## src/rtl/parity_pkg.sv

```systemverilog
// Shared definitions for the parity/popcount check block.
//   clog2_p1(n)  : bits needed to hold the values 0..n (width of a ones count)
//   MAX_N        : widest input word the block is built for
//   parity_res_t : one result record {p, ones_cnt}, sized for MAX_N
package parity_pkg;

   localparam int MAX_N = 64;

   function automatic int clog2_p1(input int n);
      return $clog2(n + 1);
   endfunction

   typedef struct packed {
      logic                         p;
      logic [clog2_p1(MAX_N)-1:0]   ones_cnt;
   } parity_res_t;

endpackage

```

## src/rtl/parity_logic_popcount_tree.sv

```systemverilog
// Combinational popcount of an N-bit word, built as a balanced binary
// adder tree.
//   a   : input word (N bits)
//   cnt : number of 1s in a (CNT_W bits, range 0..N)
// The leaves are padded to the next power of two with zeros. The nodes are
// stored heap-style: level l occupies indices (2**l)-1 .. (2**(l+1))-2, and
// the root is node[0]. Every node is CNT_W wide. Because no partial sum can
// exceed N, no node can overflow.
module popcount_tree
   import parity_pkg::*;
#(
   parameter int   N     = 4,
   localparam int  CNT_W = clog2_p1(N)
) (
   input  logic [N-1:0]     a,
   output logic [CNT_W-1:0] cnt
);

   localparam int LEVELS = $clog2(N);
   localparam int LEAVES = 1 << LEVELS;

   logic [CNT_W-1:0] node [2*LEAVES-1];

   genvar i, l, j;

   for (i = 0; i < LEAVES; i++) begin : g_leaf
      if (i < N) begin : g_real
         assign node[LEAVES-1+i] = CNT_W'(a[i]);
      end else begin : g_pad
         assign node[LEAVES-1+i] = '0;
      end
   end

   for (l = LEVELS - 1; l >= 0; l--) begin : g_level
      for (j = 0; j < (1 << l); j++) begin : g_node
         localparam int IDX = (1 << l) - 1 + j;
         assign node[IDX] = node[2*IDX+1] + node[2*IDX+2];
      end
   end

   assign cnt = node[0];

endmodule

```

## src/rtl/parity_logic.sv

```systemverilog
// Registered parity detector and ones counter for an N-bit word.
//   clk       : clock, rising edge
//   rst       : asynchronous active-high reset
//   in_valid  : A is sampled on an edge only when high
//   A         : data word (N bits, unsigned)
//   out_valid : one-cycle pulse for each sampled word
//   P         : 1 when the sampled A had an odd number of 1s
//   ones_cnt  : number of 1s in the sampled A (0..N)
// P is computed by its own XOR reduction, in parallel with the adder tree,
// so that the parity path does not wait for the full count to settle.
module parity_logic
   import parity_pkg::*;
#(
   parameter int   N     = 4,
   localparam int  CNT_W = clog2_p1(N)
) (
   input  logic             clk,
   input  logic             rst,
   input  logic             in_valid,
   input  logic [N-1:0]     A,
   output logic             out_valid,
   output logic             P,
   output logic [CNT_W-1:0] ones_cnt
);

   if (N < 1 || N > MAX_N) begin : g_bad_n
      $error("parity_logic: N out of range 1..64");
   end

   logic [N-1:0]     a_qual;
   logic [CNT_W-1:0] cnt_tree;

   logic             p_q, p_d;
   logic [CNT_W-1:0] cnt_q, cnt_d;
   logic             out_valid_q, out_valid_d;

   // A is forced to zero when it is not being sampled. This keeps an
   // undriven or X input out of the datapath while the block is idle.
   assign a_qual = in_valid ? A : '0;

   popcount_tree #(.N(N)) u_popcount (
      .a   (a_qual),
      .cnt (cnt_tree)
   );

   always_comb begin
      p_d         = p_q;
      cnt_d       = cnt_q;
      out_valid_d = 1'b0;
      if (in_valid) begin
         p_d         = ^a_qual;
         cnt_d       = cnt_tree;
         out_valid_d = 1'b1;
      end
   end

   always_ff @(posedge clk or posedge rst) begin
      if (rst) begin
         p_q         <= 1'b0;
         cnt_q       <= '0;
         out_valid_q <= 1'b0;
      end else begin
         p_q         <= p_d;
         cnt_q       <= cnt_d;
         out_valid_q <= out_valid_d;
      end
   end

   assign P         = p_q;
   assign ones_cnt  = cnt_q;
   assign out_valid = out_valid_q;

   // The XOR-reduced parity must always agree with the count's LSB.
   a_parity_matches_cnt : assert property (@(posedge clk) P == ones_cnt[0]);

endmodule

```

## config.mk

```make
export PLATFORM = sky130hd
export DESIGN_NAME = parity_logic
export DESIGN_NICKNAME = d
export VERILOG_FILES = /design/src/rtl/parity_pkg.sv /design/src/rtl/parity_logic_popcount_tree.sv /design/src/rtl/parity_logic.sv
export SDC_FILE = /design/constraint.sdc
export NUM_CORES = 1
export LEC_CHECK = 0
export ABC_AREA = 1
export CAP_MARGIN = 20
export CORE_AREA = 8 8 45 47
export CTS_CLUSTER_SIZE = 16
export DETAILED_ROUTE_END_ITERATION = 16
export DIE_AREA = 0 0 53 55
export SLEW_MARGIN = 20
export SYNTH_ARGS = -nofsm -noshare
export SYNTH_HDL_FRONTEND = slang
export SYNTH_SLANG_ARGS = --single-unit
export TNS_END_PERCENT = 30
```

## constraint.sdc

```tcl
create_clock -name clk -period 0.8 [get_ports clk]
set_input_delay 0.16 -clock clk [delete_from_list [all_inputs] [get_ports clk]]
set_output_delay 0.16 -clock clk [all_outputs]
set_load 0.005 [all_outputs]
```

==> results by group, run 1 <==
Outcome
  – Outcome: finished, violations left
  – Failing checks: setup timing

Place
  – Place WS: -1.14 ns
  – Number of port buffers: 11
  – RePlAce Congestion: 0.749
  – Placed cell areas: 377 sq um
  – Placed wire-length estimate: 474 microns

Clocking
  – H-tree levels: 1
  – Root Driver: clkbuf_4
  – Clock Path Buffers: 2
  – CTS sink cnt: 4
  – Clock Pin Slew Worst Setup and Hold Paths: 0.04 ns
  – Clock buffer count from CTS: 3
  – CTS tree: done
  – Worst-skew pair later-pin latency: 0.23 ns

Floorplanning
  – Total Die Area: 0.00292 sq mm
  – Die height: 55 microns
  – Core region area: about 0.0014 sq mm
  – Initial core utilization: 0.175
  – DIE WIDTH: 53 microns
  – Row count: 14
  – Number of I/O pins: 12

Power and ir drop
  – Combinational power share: 0.285
  – Clock network power share: 0.373
  – Maximum vdd drop: 0.000706 V
  – Sequential fraction of design power: 0.342
  – Sw Pwr: 183 uW
  – Sw Share: 0.266
  – Internal cell power: about 500 uW
  – Tot Pwr: 688 uW
  – Leakage: about 0.24 nW
  – Pwr/cell area: 1560 mW/mm^2

STA
  – Worst clock skew: 0 ns
  – Final slew viol count: 0
  – Tcrit/Tclk final: 1.50
  – PnR worst setup slack: -0.398 ns
  – Worst slew margin relative to its limit: 0.902
  – Final setup fails: 8
  – Final hold violations: 0
  – FMAX: 835 MHz
  – Worst-Margin Slew: 0.147 ns
  – Min Clock Period, post-route: 1.20 ns
  – RSZ-0062 raised after global routing: yes

Worst setup path
  – CP peak stage delay: 0.53 ns
  – Worst Path Buf+Inv: 2
  – Worst flop-to-flop path startpoint: ones_cnt[0]$_DFFE_PP0P_
  – Family with the most delay on the worst path: adder cells
  – Worst-path fanout max: 5
  – CP arrival: around 1.4 ns
  – Crit path required time: between 0.9 and 1 ns
  – CP max stage cell: fa_2
  – Worst r2r path cells: 3
  – Most common cell on crit path: ha_4
  – Worst reg2reg setup slack: 0.08 ns
  – CP Cell Sequence: buf_12 -> nand2_4 -> inv_2 -> ha_4 -> ha_4 -> fa_2 -> nand2_2 -> nand2_1
  – Crit. End Element: register
  – Startpoint types: primary input
  – CP Class: in -> reg
  – Worst r2r dst: ones_cnt[0]$_DFFE_PP0P_

Yosys
  – Netlist cell types: 8
  – Top cells by count, synth: nand2_1 (13), inv_1 (5), dfrtp_1 (4), ha_1 (3)
  – Count leader, synth: nand2_1
  – Post-synthesis cell count: 29
  – Area leader, netlist: dfrtp_1
  – #FFs+latches synth: 4
  – Syn_nets: 40
  – Mapped cell area: 241 sq um
  – Ys flop type: dfrtp_1
  – Yosys top cell area share: 0.415
  – Synth top area cells: dfrtp_1 (41%), nand2_1 (20%), ha_1 (16%)
  – Yosys warns: 0
  – Synth Area per Inst: 8.33 sq um
  – Post-synthesis sequential area ratio: 0.415
  – Post-synthesis async set-or-reset flop share: 1.00
  – Number of synthesized flops with an enable pin: 0

GRT
  – Global-route usage over all layers: 0.0514
  – Wire length of the first global-routing pass: 986 microns
  – Pin count of the biggest net entering global routing: 6
  – Grt total ovfl: 0
  – Vias in the first global route: 243
  – Initial antenna violation count: 0

Layout
  – Fraction of layout cells with a size suffix above 1: 0.682
  – Final net count: 57
  – Area growth from synthesis to layout: 82.4%
  – Diodes inserted: 0
  – Fin area: 440 sq um

Routing
  – DRT iter0 DRCs: 3
  – Vias post-DR: 226
  – Post-Route WL: 612 microns
  – Antenna Nets Post-Route: 0
  – Drt wl/cell: 10.2 microns
  – # DRC: 0
  – First-pass DRT Iterations: 4
  – Via/cell ratio: 3.77

Worst hold path
  – HP Class: in -> async

Job
  – Max cap viols: 0
kinds of logic after synthesis:
logic type / after synthesis / share of synthesized area
and+or+nand+nor: 13 / 0.202
DFF: 4 / 0.415
buffers and inverters: 8 / 0.145
adders and majority gates: 4 / 0.238
how the worst max path moves through the flow:
stage	startpoint	end	slack, ns	depth (start not counted)
6_report	in_valid	ones_cnt[1]$_DFFE_PP0P_	-0.40	8
5_1_grt	in_valid	ones_cnt[1]$_DFFE_PP0P_	-0.44	8
4_1_cts	in_valid	ones_cnt[1]$_DFFE_PP0P_	-0.40	8
3_5_place_dp	in_valid	ones_cnt[1]$_DFFE_PP0P_	-1.14	8
3_3_place_gp	in_valid	ones_cnt[1]$_DFFE_PP0P_	-1.10	8
2_1_floorplan	in_valid	ones_cnt[1]$_DFFE_PP0P_	-0.65	8
placed cells by master (no fill, tap or decap):
master,n
buf_12,1
buf_2,3
buf_4,3
buf_6,1
clkbuf_2,5
clkbuf_4,3
clkdlybuf4s50_1,1
dfrtp_1,4
fa_2,1
ha_4,3
inv_1,1
inv_2,4
inv_4,1
nand2_1,8
nand2_2,3
nand2_4,2
routing by layer:
layer,GRT usage,routed length (microns)
met5,0,0
met4,0.0776,31
met3,0.0160,14
met2,0.0723,295
met1,0.0503,272
state kept, by name, indices dropped and copies added, names as in the netlist:
name / count
out_valid: 1
ones_cnt: 3
per-stage QoR:
| step | util | setup TNS, ns | cells | hold WS [ns] |
|---|---|---|---|---|
| floorplan | - | -1.53 | 29 | -0.0739 |
| global placement | 0.272 | -4.03 | 56 | 0.353 |
| detailed placement | 0.272 | -4.16 | 56 | 0.355 |
| CTS | 0.314 | -1.63 | 60 | 0.0961 |
| global route | 0.318 | -1.30 | 60 | 0.140 |
| finish | 0.318 | -1.06 | 60 | 0.0970 |
power by group through the flow:
stage / clock network (mW) / logic [mW] / registers [mW]
floorplan: 0 / 0.0704 / 0.240
global placement: 0 / 0.168 / 0.238
detailed placement: 0 / 0.173 / 0.239
CTS: 0.270 / 0.197 / 0.236
global route: 0.274 / 0.223 / 0.238
finish: 0.257 / 0.196 / 0.235
area by class of cell:
type                    instances  area, sq um
clock buffers                   3         22.5
fillers                       159          943
inverters                       6         25.0
multi-input cells              17          169
flip-flops and latches          4          100
well taps                      16         20.0
repair buffers                 14          104
repair_timing:
action	CTS	global route
endpoints found under the hold margin	0	0
endpoints found under the setup margin	8	8
hold buffers	0	0
pin swaps	11	9
setup buffers	1	0
resized for setup	38	14
(Power assumes the default switching activity.)
==> run 2, diff against run 1 <==
--- a/config.mk
+++ b/config.mk
@@ -8,3 +8,2 @@
 export ABC_AREA = 1
-export CAP_MARGIN = 20
 export CORE_AREA = 8 8 45 47
--- a/constraint.sdc
+++ b/constraint.sdc
@@ -3,2 +3,2 @@
 set_output_delay 0.16 -clock clk [all_outputs]
-set_load 0.005 [all_outputs]
+set_load 0.05 [all_outputs]
==> results by group, run 2 (synthesis results as in run 1) <==
Worst setup path
  – CP Cell Sequence: buf_2 -> nand2_2 -> inv_2 -> ha_4 -> ha_4 -> fa_2 -> nand2_1 -> nand2_1
  – CP arrival: 1.36 ns (-0.02 ns)
  – CP max stage cell: fa_2
  – Startpoint types: primary input
  – Worst-path fanout max: 1 (-4)
  – Crit. End Element: register
  – CP Class: in -> reg
  – CP peak stage delay: 0.52 ns (about the same)
  – Crit path required time: 0.97 ns (about the same)

Clocking
  – Root Driver: clkbuf_4
  – Setup bufs post-CTS: 0 (-1)
  – Clock Pin Slew Worst Setup and Hold Paths: 0.04 ns (about the same)
  – Clock buffer count from CTS: 3 (unchanged)
  – CTS sink cnt: 4 (unchanged)
  – CTS hold repair buffers: 0 (unchanged)
  – H-tree levels: 1 (unchanged)
  – Clock Path Buffers: 2 (unchanged)
  – Worst-skew pair later-pin latency: 0.23 ns (about the same)
  – CTS tree: done

GRT
  – Global-route usage over all layers: 0.0504 (-0.00107)
  – Vias in the first global route: 217 (-11%)
  – Initial antenna violation count: 0 (unchanged)
  – Pin count of the biggest net entering global routing: 6 (unchanged)
  – Grt total ovfl: 0 (unchanged)
  – Wire length of the first global-routing pass: 931 microns (-5.6%)

STA
  – Hold_ws: 0.107 ns (+0.0105 ns)
  – Min Clock Period, post-route: 1.19 ns (-0.00966 ns)
  – Tcrit/Tclk final: 1.49 (-0.0121)
  – Worst clock skew: 0 ns (unchanged)
  – Worst-Margin Slew: 0.216 ns (+0.0687 ns)
  – RSZ-0062 raised after global routing: yes
  – PnR worst setup slack: -0.388 ns (+0.00966 ns)
  – Worst slew margin relative to its limit: 0.856 (-0.0457)
  – Final slew viol count: 0 (unchanged)
  – Final setup fails: 8 (unchanged)
  – Final hold violations: 0 (unchanged)
  – FMAX: 841 MHz (+0.81%)

Routing
  – First-pass DRT Iterations: 2 (-2)
  – # DRC: 0 (unchanged)
  – Drt wl/cell: 9.55 microns (-6.4%)
  – Antenna Nets Post-Route: 0 (unchanged)
  – DRT iter0 DRCs: 2 (-1)
  – Post-Route WL: 554 microns (-9.5%)
  – Vias post-DR: 223 (-1.3%)
  – Via/cell ratio: 3.84 (+2.1%)

Layout
  – Final std cells w/o fill: 58 (-3.3%)
  – Most frequent cells in the layout: nand2_1 (9), buf_12 (5), inv_2 (4), dfrtp_1 (4)
  – Fraction of layout cells with a size suffix above 1: 0.643 (-0.0390)
  – Post-layout util: 0.353 (+0.0344)
  – Diodes inserted: 0 (unchanged)
  – Most common cell after layout, fill and taps aside: nand2_1
  – Max FFs per register: 3 (unchanged)
  – Area growth from synthesis to layout: 102%
  – Final net count: 55 (-3.5%)

Job
  – Max cap viols: 0 (unchanged)

Worst hold path
  – HP Class: in -> async

Floorplanning
  – Number of I/O pins: 12 (unchanged)
  – Die height: 55 microns (unchanged)
  – Core region area: 0.00138 sq mm (unchanged)
  – Initial core utilization: 0.175 (unchanged)
  – DIE WIDTH: 53 microns (unchanged)
  – Row count: 14 (unchanged)
  – Total Die Area: 0.00292 sq mm (unchanged)

Power and ir drop
  – Leakage: 0.250 nW (+2.1%)
  – Pwr/cell area: 1750 mW/mm^2 (+12%)
  – Maximum vdd drop: 0.000892 V (+26%)

Outcome
  – Failing checks: setup timing
  – Outcome: finished, violations left

Place
  – Number of port buffers: 11 (unchanged)
  – RePlAce Congestion: 0.740 (-1.3%)
  – Post-placement cell count: 55 (-1.8%)
## run 2: cell count changes in the layout (fill, tap and decap cells not counted)
cell,delta
buf_8,+1
nand2_1,+1
buf_4,-2
nand2_4,-1
clkbuf_2,-5
buf_12,+4
## run 2: cell type report
type,instances,area (sq um)
fillers,143,896
well taps,16,20.0
clock buffers,3,22.5
multi-input cells,17,161
repair buffers,12,159
inverters,6,25.0
flip-flops and latches,4,100
## run 2: stage by stage
stage	TNS (ns)	cell area, sq um	setup WS [ns]	power [mW]
6_report	-1.51	488	-0.388	0.855
3_3_place_gp	-3.00	419	-1.08	0.581
3_5_place_dp	-3.08	419	-1.12	0.586
5_1_grt	-1.75	488	-0.423	0.918
4_1_cts	-1.63	469	-0.401	0.871
2_1_floorplan	-1.80	250	-0.651	0.414
## run 2: worst paths after layout
check / cells after the start / slack (ns) / end / startpoint
worst max-delay path: 8 / -0.39 / ones_cnt[1]$_DFFE_PP0P_ / A[1]
worst min-delay path: 2 / 0.11 / ones_cnt[0]$_DFFE_PP0P_ / rst
worst max register to register: 2 / 0.12 / ones_cnt[0]$_DFFE_PP0P_ / ones_cnt[0]$_DFFE_PP0P_
worst min register to register: 2 / 0.52 / ones_cnt[1]$_DFFE_PP0P_ / ones_cnt[1]$_DFFE_PP0P_
max in group asynchronous: 2 / 0.54 / out_valid$_DFF_PP0_ / rst
min in group clk: 2 / 0.19 / out_valid$_DFF_PP0_ / in_valid
## run 2: routing by layer
metal,GRT usage,up-vias,share of wire
met5,0,-,0
met4,0.0647,0,0.034
met3,0.0321,2,0.078
met2,0.0625,12,0.49
met1,0.0504,98,0.40
li1,-,111,-
## run 2: report_power, final
part           total, mW  leakage, nW  internal, mW  switching [mW]
Combinational      0.359        0.185         0.180           0.179
Clock              0.244       0.0138         0.167          0.0770
Sequential         0.252       0.0509         0.224          0.0284
## run 2: worst max-delay path: cells and delay by family
| kind | cells | cell delay, ns |
|---|---|---|
| fa+ha+maj | 3 | 0.90 |
| simple gates | 3 | 0.16 |
| buf+inv | 2 | 0.14 |
## run 2: repair_timing
action,4_1_cts,5_1_grt
endpoints found under the setup margin,8,8
pin swaps,10,8
gates resized for setup,29,5
